`config.mk`:
```
export PLATFORM = sky130hd
export DESIGN_NAME = inst_loader
export DESIGN_NICKNAME = d
export VERILOG_FILES = /design/src/rtl/inst_loader_pkg.sv /design/src/rtl/inst_loader_timer.sv /design/src/rtl/inst_loader.sv
export SDC_FILE = /design/constraint.sdc
export NUM_CORES = 1
export LEC_CHECK = 0
export CAP_MARGIN = 10
export CELL_PAD_IN_SITES_DETAIL_PLACEMENT = 2
export CELL_PAD_IN_SITES_GLOBAL_PLACEMENT = 2
export CORE_MARGIN = 4
export CORE_UTILIZATION = 40
export CTS_BUF_LIST = sky130_fd_sc_hd__clkbuf_4
export DETAILED_ROUTE_END_ITERATION = 8
export PLACE_DENSITY = 0.84
export SYNTH_ARGS = -nofsm -noshare
export SYNTH_HDL_FRONTEND = slang
export SYNTH_HIERARCHICAL = 1
export SYNTH_SLANG_ARGS = --single-unit
```
`constraint.sdc`:
```
create_clock -name clk -period 3.37 [get_ports clk]
set_input_delay 0.674 -clock clk [delete_from_list [all_inputs] [get_ports clk]]
set_output_delay 0.674 -clock clk [all_outputs]
set_load 0.1 [all_outputs]
```
`src/rtl/inst_loader_pkg.sv`:
```
// rtl/inst_loader_pkg.sv - shared types and constants for the instruction-memory loader
package inst_loader_pkg;

  localparam int CPU_WIDTH = 32;
  localparam int LEN_BYTES = 4;

  typedef enum logic [2:0] {
    LOADER_IDLE = 3'd0,
    LOADER_LEN  = 3'd1,
    LOADER_DATA = 3'd2,
    LOADER_CSUM = 3'd3,
    LOADER_DONE = 3'd4,
    LOADER_ERR  = 3'd5
  } loader_state_e;

  function automatic logic is_active(loader_state_e s);
    return (s == LOADER_LEN) || (s == LOADER_DATA) || (s == LOADER_CSUM);
  endfunction

endpackage

```
`src/rtl/inst_loader_timer.sv`:
```
// rtl/inst_loader_timer.sv - reloadable down-counter flagging an idle gap of TIMEOUT_CYC cycles
module inst_loader_timer #(
  parameter int TIMEOUT_CYC = 65535
) (
  input  logic clk,
  input  logic rst_n,
  input  logic enable,
  input  logic reload,
  output logic expire
);

  localparam int CW = $clog2(TIMEOUT_CYC + 1);
  localparam logic [CW-1:0] RELOAD_VAL = CW'(TIMEOUT_CYC - 1);

  logic [CW-1:0] cnt_q, cnt_d;

  // Held at the reload value while disabled so every frame starts with a full budget.
  always_comb begin
    cnt_d = cnt_q;
    if (reload || !enable) begin
      cnt_d = RELOAD_VAL;
    end else if (cnt_q != '0) begin
      cnt_d = cnt_q - CW'(1);
    end
  end

  always_ff @(posedge clk or negedge rst_n) begin
    if (!rst_n) begin
      cnt_q <= RELOAD_VAL;
    end else begin
      cnt_q <= cnt_d;
    end
  end

  assign expire = enable && !reload && (cnt_q == '0);

endmodule

```
`src/rtl/inst_loader.sv`:
```
// rtl/inst_loader.sv - framed byte-stream loader writing little-endian words into inst_mem
module inst_loader
  import inst_loader_pkg::*;
#(
  parameter int ADDR_WIDTH  = 12,
  parameter int TIMEOUT_CYC = 65535
) (
  input  logic                  clk,
  input  logic                  rst_n,
  input  logic                  load_start,
  input  logic                  rx_valid,
  input  logic [7:0]            rx_data,
  output logic                  rx_ready,
  output logic                  im_we,
  output logic [ADDR_WIDTH-1:0] im_waddr,
  output logic [CPU_WIDTH-1:0]  im_wdata,
  output logic                  core_rst_n,
  output logic                  busy,
  output logic                  done,
  output logic                  err
);

  localparam int DEPTH = 2 ** ADDR_WIDTH;
  localparam int WCW   = ADDR_WIDTH + 1;

  loader_state_e         state_q, state_d;
  logic [1:0]            idx_q, idx_d;
  logic [CPU_WIDTH-1:0]  word_q, word_d;
  logic [7:0]            csum_q, csum_d;
  logic [WCW-1:0]        wcnt_q, wcnt_d;
  logic [WCW-1:0]        nwords_q, nwords_d;
  logic                  rx_ready_q, rx_ready_d;
  logic                  im_we_q, im_we_d;
  logic [ADDR_WIDTH-1:0] im_waddr_q, im_waddr_d;
  logic [CPU_WIDTH-1:0]  im_wdata_q, im_wdata_d;
  logic                  core_rst_n_q, core_rst_n_d;
  logic                  busy_q, busy_d;
  logic                  done_q, done_d;
  logic                  err_q, err_d;

  logic                  accept;
  logic                  timeout;
  logic [CPU_WIDTH-1:0]  shifted;
  logic [WCW-1:0]        wcnt_inc;

  assign accept   = rx_valid && rx_ready_q;
  // Bytes enter at the top so that after four shifts byte 0 sits in bits [7:0].
  assign shifted  = {rx_data, word_q[CPU_WIDTH-1:8]};
  assign wcnt_inc = wcnt_q + WCW'(1);

  inst_loader_timer #(
    .TIMEOUT_CYC (TIMEOUT_CYC)
  ) u_timer (
    .clk    (clk),
    .rst_n  (rst_n),
    .enable (is_active(state_q)),
    .reload (accept),
    .expire (timeout)
  );

  always_comb begin
    state_d      = state_q;
    idx_d        = idx_q;
    word_d       = word_q;
    csum_d       = csum_q;
    wcnt_d       = wcnt_q;
    nwords_d     = nwords_q;
    im_we_d      = 1'b0;
    im_waddr_d   = im_waddr_q;
    im_wdata_d   = im_wdata_q;
    done_d       = done_q;
    err_d        = err_q;

    case (state_q)
      LOADER_IDLE, LOADER_DONE, LOADER_ERR: begin
        if (load_start) begin
          state_d = LOADER_LEN;
          idx_d   = 2'd0;
          wcnt_d  = '0;
          csum_d  = 8'h00;
          done_d  = 1'b0;
          err_d   = 1'b0;
        end
      end
      LOADER_LEN: begin
        if (accept) begin
          word_d = shifted;
          idx_d  = idx_q + 2'd1;
          if (idx_q == 2'(LEN_BYTES - 1)) begin
            nwords_d = shifted[WCW-1:0];
            if (shifted > 32'(DEPTH)) begin
              state_d = LOADER_ERR;
              err_d   = 1'b1;
            end else if (shifted == '0) begin
              state_d = LOADER_CSUM;
            end else begin
              state_d = LOADER_DATA;
            end
          end
        end
      end
      LOADER_DATA: begin
        if (accept) begin
          word_d = shifted;
          csum_d = csum_q ^ rx_data;
          idx_d  = idx_q + 2'd1;
          if (idx_q == 2'd3) begin
            im_we_d    = 1'b1;
            im_waddr_d = wcnt_q[ADDR_WIDTH-1:0];
            im_wdata_d = shifted;
            wcnt_d     = wcnt_inc;
            if (wcnt_inc == nwords_q) begin
              state_d = LOADER_CSUM;
            end
          end
        end
      end
      LOADER_CSUM: begin
        if (accept) begin
          if (rx_data == csum_q) begin
            state_d = LOADER_DONE;
            done_d  = 1'b1;
          end else begin
            state_d = LOADER_ERR;
            err_d   = 1'b1;
          end
        end
      end
      default: begin
        state_d = LOADER_IDLE;
      end
    endcase

    // Expiry only fires without an accepted byte, so it never races a data-path update.
    if (timeout) begin
      state_d = LOADER_ERR;
      err_d   = 1'b1;
    end

    rx_ready_d   = is_active(state_d);
    busy_d       = is_active(state_d);
    core_rst_n_d = (state_q == LOADER_IDLE) || (state_q == LOADER_DONE);
  end

  always_ff @(posedge clk or negedge rst_n) begin
    if (!rst_n) begin
      state_q      <= LOADER_IDLE;
      idx_q        <= 2'd0;
      word_q       <= '0;
      csum_q       <= 8'h00;
      wcnt_q       <= '0;
      nwords_q     <= '0;
      rx_ready_q   <= 1'b0;
      im_we_q      <= 1'b0;
      im_waddr_q   <= '0;
      im_wdata_q   <= '0;
      core_rst_n_q <= 1'b0;
      busy_q       <= 1'b0;
      done_q       <= 1'b0;
      err_q        <= 1'b0;
    end else begin
      state_q      <= state_d;
      idx_q        <= idx_d;
      word_q       <= word_d;
      csum_q       <= csum_d;
      wcnt_q       <= wcnt_d;
      nwords_q     <= nwords_d;
      rx_ready_q   <= rx_ready_d;
      im_we_q      <= im_we_d;
      im_waddr_q   <= im_waddr_d;
      im_wdata_q   <= im_wdata_d;
      core_rst_n_q <= core_rst_n_d;
      busy_q       <= busy_d;
      done_q       <= done_d;
      err_q        <= err_d;
    end
  end

  assign rx_ready   = rx_ready_q;
  assign im_we      = im_we_q;
  assign im_waddr   = im_waddr_q;
  assign im_wdata   = im_wdata_q;
  assign core_rst_n = core_rst_n_q;
  assign busy       = busy_q;
  assign done       = done_q;
  assign err        = err_q;

endmodule

```
# Yosys cells after proc, flatten, opt, wreduce, memory -nomap -nowiden
# Cells that the tools add are included.
# word_totals
elab_cells,110
output_inout_bits,50
in_bits,12
reg_bits,136
# op_classes
n_eq_ne,23
muxes,38
bitwise,1
order_cmp,1
addsub,3
reduce_logical,30
# op_table
operator,n
$mux 13,3
$gt 32x13->1 const B,1
$logic_not 32->1,1
$mux 16,2
$mux 3,9
$pmux 13 s2,1
$logic_not 16->1,1
$mux 8,2
$pmux 8 s2,1
$reduce_bool 16->1,1
$sub 16x1->16 const B,1
$mux 1,14
$add 13x1->13 const B,1
$eq 13x13->1,1
$eq 3x2->1 const B,4
$ne 3x2->1 const B,4
$pmux 3 s4,1
$reduce_and 3->1,4
$ne 2x1->1 const B,5
$eq 8x8->1,1
$reduce_and 4->1,2
$reduce_bool 2->1,4
$xor 8x8->8,1
$reduce_and 7->1,1
18 further kinds,30

# Depth between registers and ports, before layout
# logic_depth
ltp_word,10
mapped_depth,10
ltp_nobuf,10

# Hierarchy
# Netlist, hierarchy kept.
# modules_own_cells
module,cells_each,area_each_um2,seq_area_each_um2,instances
inst_loader,525,5162.5,2802.7,1
inst_loader_timer,108,982.2,419.2,1

# Worst setup path before layout
# OpenSTA, ideal clock, no wires.
# synth_path
path_kind,register to register
start,"register, netlist name busy"
end,register busy_q (netlist: busy)
arrival_ns,2.379
setup_time_ns,0.078
required_ns,3.292
synth_period_minus_slack_ns,2.457
path_stages_with_launch,10
path_slack_ns,0.913
n_path_buf,1
cell_sequence,dfrtp_1 nand2_2 inv_1 nand2b_1 clkbuf_1 nor2_1 a21oi_1 o21ai_0 o21ba_2 o21bai_1
# synth_lines
element,line_no,text
"end signal, assigned",inst_loader.sv:173,busy_q <= busy_d;
"end, declared",inst_loader.sv:37,"logic busy_q, busy_d;"

# Worst setup path in the final report
# layout_path
start,register u_timer.cnt_q[0]
end,register busy_q (netlist: busy)
# layout_between
elab_chain_cells,6
word_cells_on_any_way,8
cone_classes,3 x eq/ne; 1 x mux; 4 x reduce/logical
# layout_rtl
element,line_no,text
"start, declared",inst_loader_timer.sv:15,"logic [CW-1:0] cnt_q, cnt_d;"
"start signal, assigned",inst_loader_timer.sv:31,cnt_q <= cnt_d;
$logic_not 16->1 *,inst_loader_timer.sv:35,assign expire = enable && !reload && (cnt_q == '0);
$logic_and 1x1->1 *,inst_loader_timer.sv:35,
named net timeout,inst_loader.sv:42,logic timeout;
$mux 3 *,inst_loader.sv:135,if (timeout) begin
named net state_d[1],inst_loader.sv:26,"loader_state_e state_q, state_d;"
$eq 3x1->1 or $eq 3x2->1 (tied branches),inst_loader_pkg.sv:17,return (s == LOADER_LEN) || (s == LOADER_DATA) || (s == LOADER_CSUM);
$logic_or 1x1->1,inst_loader_pkg.sv:17,
$logic_or 1x1->1 *,inst_loader_pkg.sv:17,
named net busy_d,inst_loader.sv:37,
# The timed path passes the listed nets; every way through them passes the cells marked *.
# A chain may end at the register's enable or synchronous reset.

==> summary.txt <==
Yosys
  • Post-synth top flop: dfrtp_1
  • Area contributors post-synth: dfrtp_1 (46%), nand2_1 (9.5%), dfstp_2 (6.4%)
  • Xor-xnor portion of the synthesized cell area: 0.0328
  • Most instantiated cells after synthesis: nand2_1 (155), dfrtp_1 (113), o21ai_0 (47)
  • Adder-cell area share of the yosys netlist: 0.00611
  • Synth top area share: 0.460
  • Avg Cell Area, Syn: slightly below 10 sq um
  • Post-synthesis simple-gate area fraction: 0.216
  • Leading area contributor after synthesis: dfrtp_1
  • Post-synth EDFFs: 0
  • Combinational family with the most area after synthesis: simple AND/OR/NAND/NOR gates
  • Ys async rst share: 1.00
  • Syn Nets: approximately 650
  • Mux share of post-synthesis cell area: 0.0804
  • Post-Syn Area: 6140 sq um
  • Distinct cells, synth: 64
  • Cells after Synth: roughly 630
  • Cell with the most instances after synthesis: nand2_1
  • Synth Warn #: 6
  • Sequential share of the synthesized area: 0.524
  • Yosys reg bits: approximately 130
  • Post-synthesis compound-gate area fraction: 0.109

Drt
  • Drt wl/cell: 21.2 um
  • Initial DRC Count: 215
  • DR pass1 iterations: 4
  • DRC viols: 0
  • Via count: 5016
  • Final WL: about 19 mm
  • Via/cell ratio: between 5 and 6
  • Antenna viol nets, final: 0

Setup path
  • Crit. End Element: register
  • Crit path launch type: register
  • Critical Path Max Stage Delay: about 0.43 ns
  • Critical path peak fanout: 4
  • Crit-path slowest cell: dfrtp_1
  • Worst EP arrival: approximately 3 ns
  • Kind of critical path: register to register
  • Worst Path Required: 3.81 ns
  • Critical path cell sequence: inv_1, ha_1, nor3b_1, nand2_1, or2_2, nor2_1, a21oi_1, o21ai_0, o21ba_2, o21bai_1
  • Largest delay share family, worst path: simple AND/OR/NAND/NOR gates
  • CP Buf/Inv Count: 1

Floorplanning
  • Die height: ~130 um
  • Std-Cell Rows: 45
  • Total core area: roughly 15000 sq um
  • Initial core utilization: 0.406
  • Io pins: between 60 and 70
  • DIE AREA: approximately 17000 sq um
  • Die Span X: approximately 130 um

Timing
  • Tcrit/Tclk final: 0.759
  • Setup-failing EPs final: 0
  • Fmax achieved: 391 MHz
  • Tmin final: ~2.6 ns
  • Setup TNS: 0 ns
  • Slew @ Worst Pin: between 0.7 and 0.8 ns
  • Slew Viols, Final: 0
  • RSZ-0062 raised after global routing: false
  • Worst Clk Skew: about 0.021 ns
  • Rel. slew slack: 0.507
  • Final Hold Fails: 0

Power
  • Total Power: ~4.5 mW
  • PwrDens: about 630 nW/um^2
  • P_leak: 3.23 nW
  • Maximum VDD drop: approximately 0.27 mV

Clock network
  • Clk sink count: approximately 130
  • Cts hold-fix bufs: 0
  • CTS Root Cell: clkbuf_4
  • Clk_lat worst skew: approximately 0.57 ns
  • Worst-path clk slew: 0.12 ns
  • Resized Gates After CTS: 0
  • CTS tree: yes
  • Postcts setup bufs: 0
  • CTS Buf Count: 17
  • Clock Path Buffers: 2
  • H-tree depth: 4

Layout
  • Post-route insts no fill: ~890
  • Net count, final: approximately 710
  • Area delta synth->final: 15.6%
  • Final instance area: 7110 sq um
  • Share of cells above drive strength 1: 0.226

Global routing
  • Initial antenna violation count: 1
  • Vias in the first global route: between 5000 and 6000
  • Gr ovfl total: 0
  • Largest net degree at the start of global routing: 81
  • GRT Total Usage: 0.227
  • First-pass GRT wire length: 31.6 mm

Place
  • Dpl hpwl: between 10 and 15 mm
  • Cell Area, Placed: about 6800 sq um
  • DP Cell Count: between 800 and 900
  • RePlAce Congestion: ~0.78
  • IO Port Bufs: about 60

Run
  • Max_cap viols: 0

Hold path
  • Worst hold path type: input pin to asynchronous set/reset pin

Status
  • Status: finished clean
worst register-to-register path, cell delays in order, from the launching register on:
cell	delay (ns)
dfrtp_1	0.43
inv_1	0.09
ha_1	0.24
nor3b_1	0.33
nand2_1	0.16
or2_2	0.36
nor2_1	0.31
a21oi_1	0.09
o21ai_0	0.10
o21ba_2	0.18
o21bai_1	0.16
report_power, final:
part           switching (mW)  total, mW  internal [mW]
logic                   0.642       1.16          0.514
registers               0.371       2.20           1.83
clock network           0.669       1.12          0.447
total                    1.68       4.47           2.79
cells by family (layout without fill, tap and decap cells):
logic type                 Yosys count  in the layout
DFF                                128            128
AOI/OAI and AO/OA                  107            107
and+or+nand+nor                    283            283
other                                0              1
xor gates and xnor gates            23             23
adders and majority gates            3              3
muxes                               45             45
buffers and inverters               44            115
registers in the layout, indices dropped and copies added, names as in the netlist, 2 cells and up:
signal	count
wcnt_q	13
idx_q	2
im_wdata	32
state_q	3
word_q	24
nwords_q	13
u_timer/cnt_q	16
csum_q	8
im_waddr	12
final timing paths:
check | start | endpoint | slack, ns | cells past startpoint
setup / recovery | u_timer/cnt_q[0] | busy | 0.81 | 10
hold / removal | rst_n | u_timer/cnt_q[7] | 0.11 | 1
setup reg to reg | u_timer/cnt_q[0] | busy | 0.81 | 10
hold reg to reg | im_waddr[1] | im_waddr[1] | 0.50 | 2
max in group asynchronous | rst_n | word_q[27] | 2.71 | 2
min in group clk | im_waddr[1] | im_waddr[1] | 0.50 | 2
final cells by class:
| type | instances | area [sq um] |
|---|---|---|
| Fill cell | 1640 | 8040 |
| Sequential cell | 128 | 3220 |
| Multi-Input combinational cell | 461 | 2740 |
| Timing Repair Buffer | 72 | 578 |
| Tap cell | 188 | 235 |
| Clock inverter | 15 | 159 |
| Clock buffer | 17 | 128 |
| Inverter | 11 | 41.3 |
| Antenna cell | 1 | 2.50 |
placed cells by master (no fill, tap or decap), drive strengths merged, types with 3 or more instances in the layout:
cell type / netlist / routed
or4: 3 / 3
nand2: 156 / 156
or2: 4 / 4
clkbuf: 21 / 17
mux2: 35 / 35
nor2b: 4 / 4
nor2: 36 / 36
clkdlybuf4s50: 0 / 10
xnor2: 8 / 8
clkinvlp: 0 / 4
nor3b: 3 / 3
or3: 6 / 6
o31ai: 6 / 6
and4: 6 / 6
nand4: 6 / 6
inv: 11 / 16
o21ai: 48 / 48
and3: 5 / 5
o2111ai: 4 / 4
nor4: 11 / 11
xor2: 15 / 15
dfrtp: 113 / 113
nor3: 13 / 13
nand3: 12 / 12
ha: 3 / 3
a31oi: 8 / 8
nand2b: 6 / 6
clkinv: 0 / 4
mux2i: 10 / 10
a211oi: 4 / 4
a21oi: 14 / 14
dfstp: 15 / 15
buf: 12 / 62
and2: 10 / 10
per-layer routing:
layer / part of all wire / up-vias / GRT usage
met1: 0.43 / 2585 / 0.281
li1: - / 2314 / -
met3: 0.029 / 25 / 0.0424
met4: 0.016 / 0 / 0.0770
met5: 0 / - / 0
met2: 0.53 / 92 / 0.400
metrics by stage:
step            util  hold WS (ns)  setup WS, ns
5_1_grt        0.469        0.0680         0.597
3_3_place_gp   0.450         0.461         0.575
2_1_floorplan      -         0.378         0.913
3_5_place_dp   0.450         0.472         0.529
6_report       0.469         0.109         0.813
4_1_cts        0.469        0.0667         0.834
(Power assumes the default switching activity.)
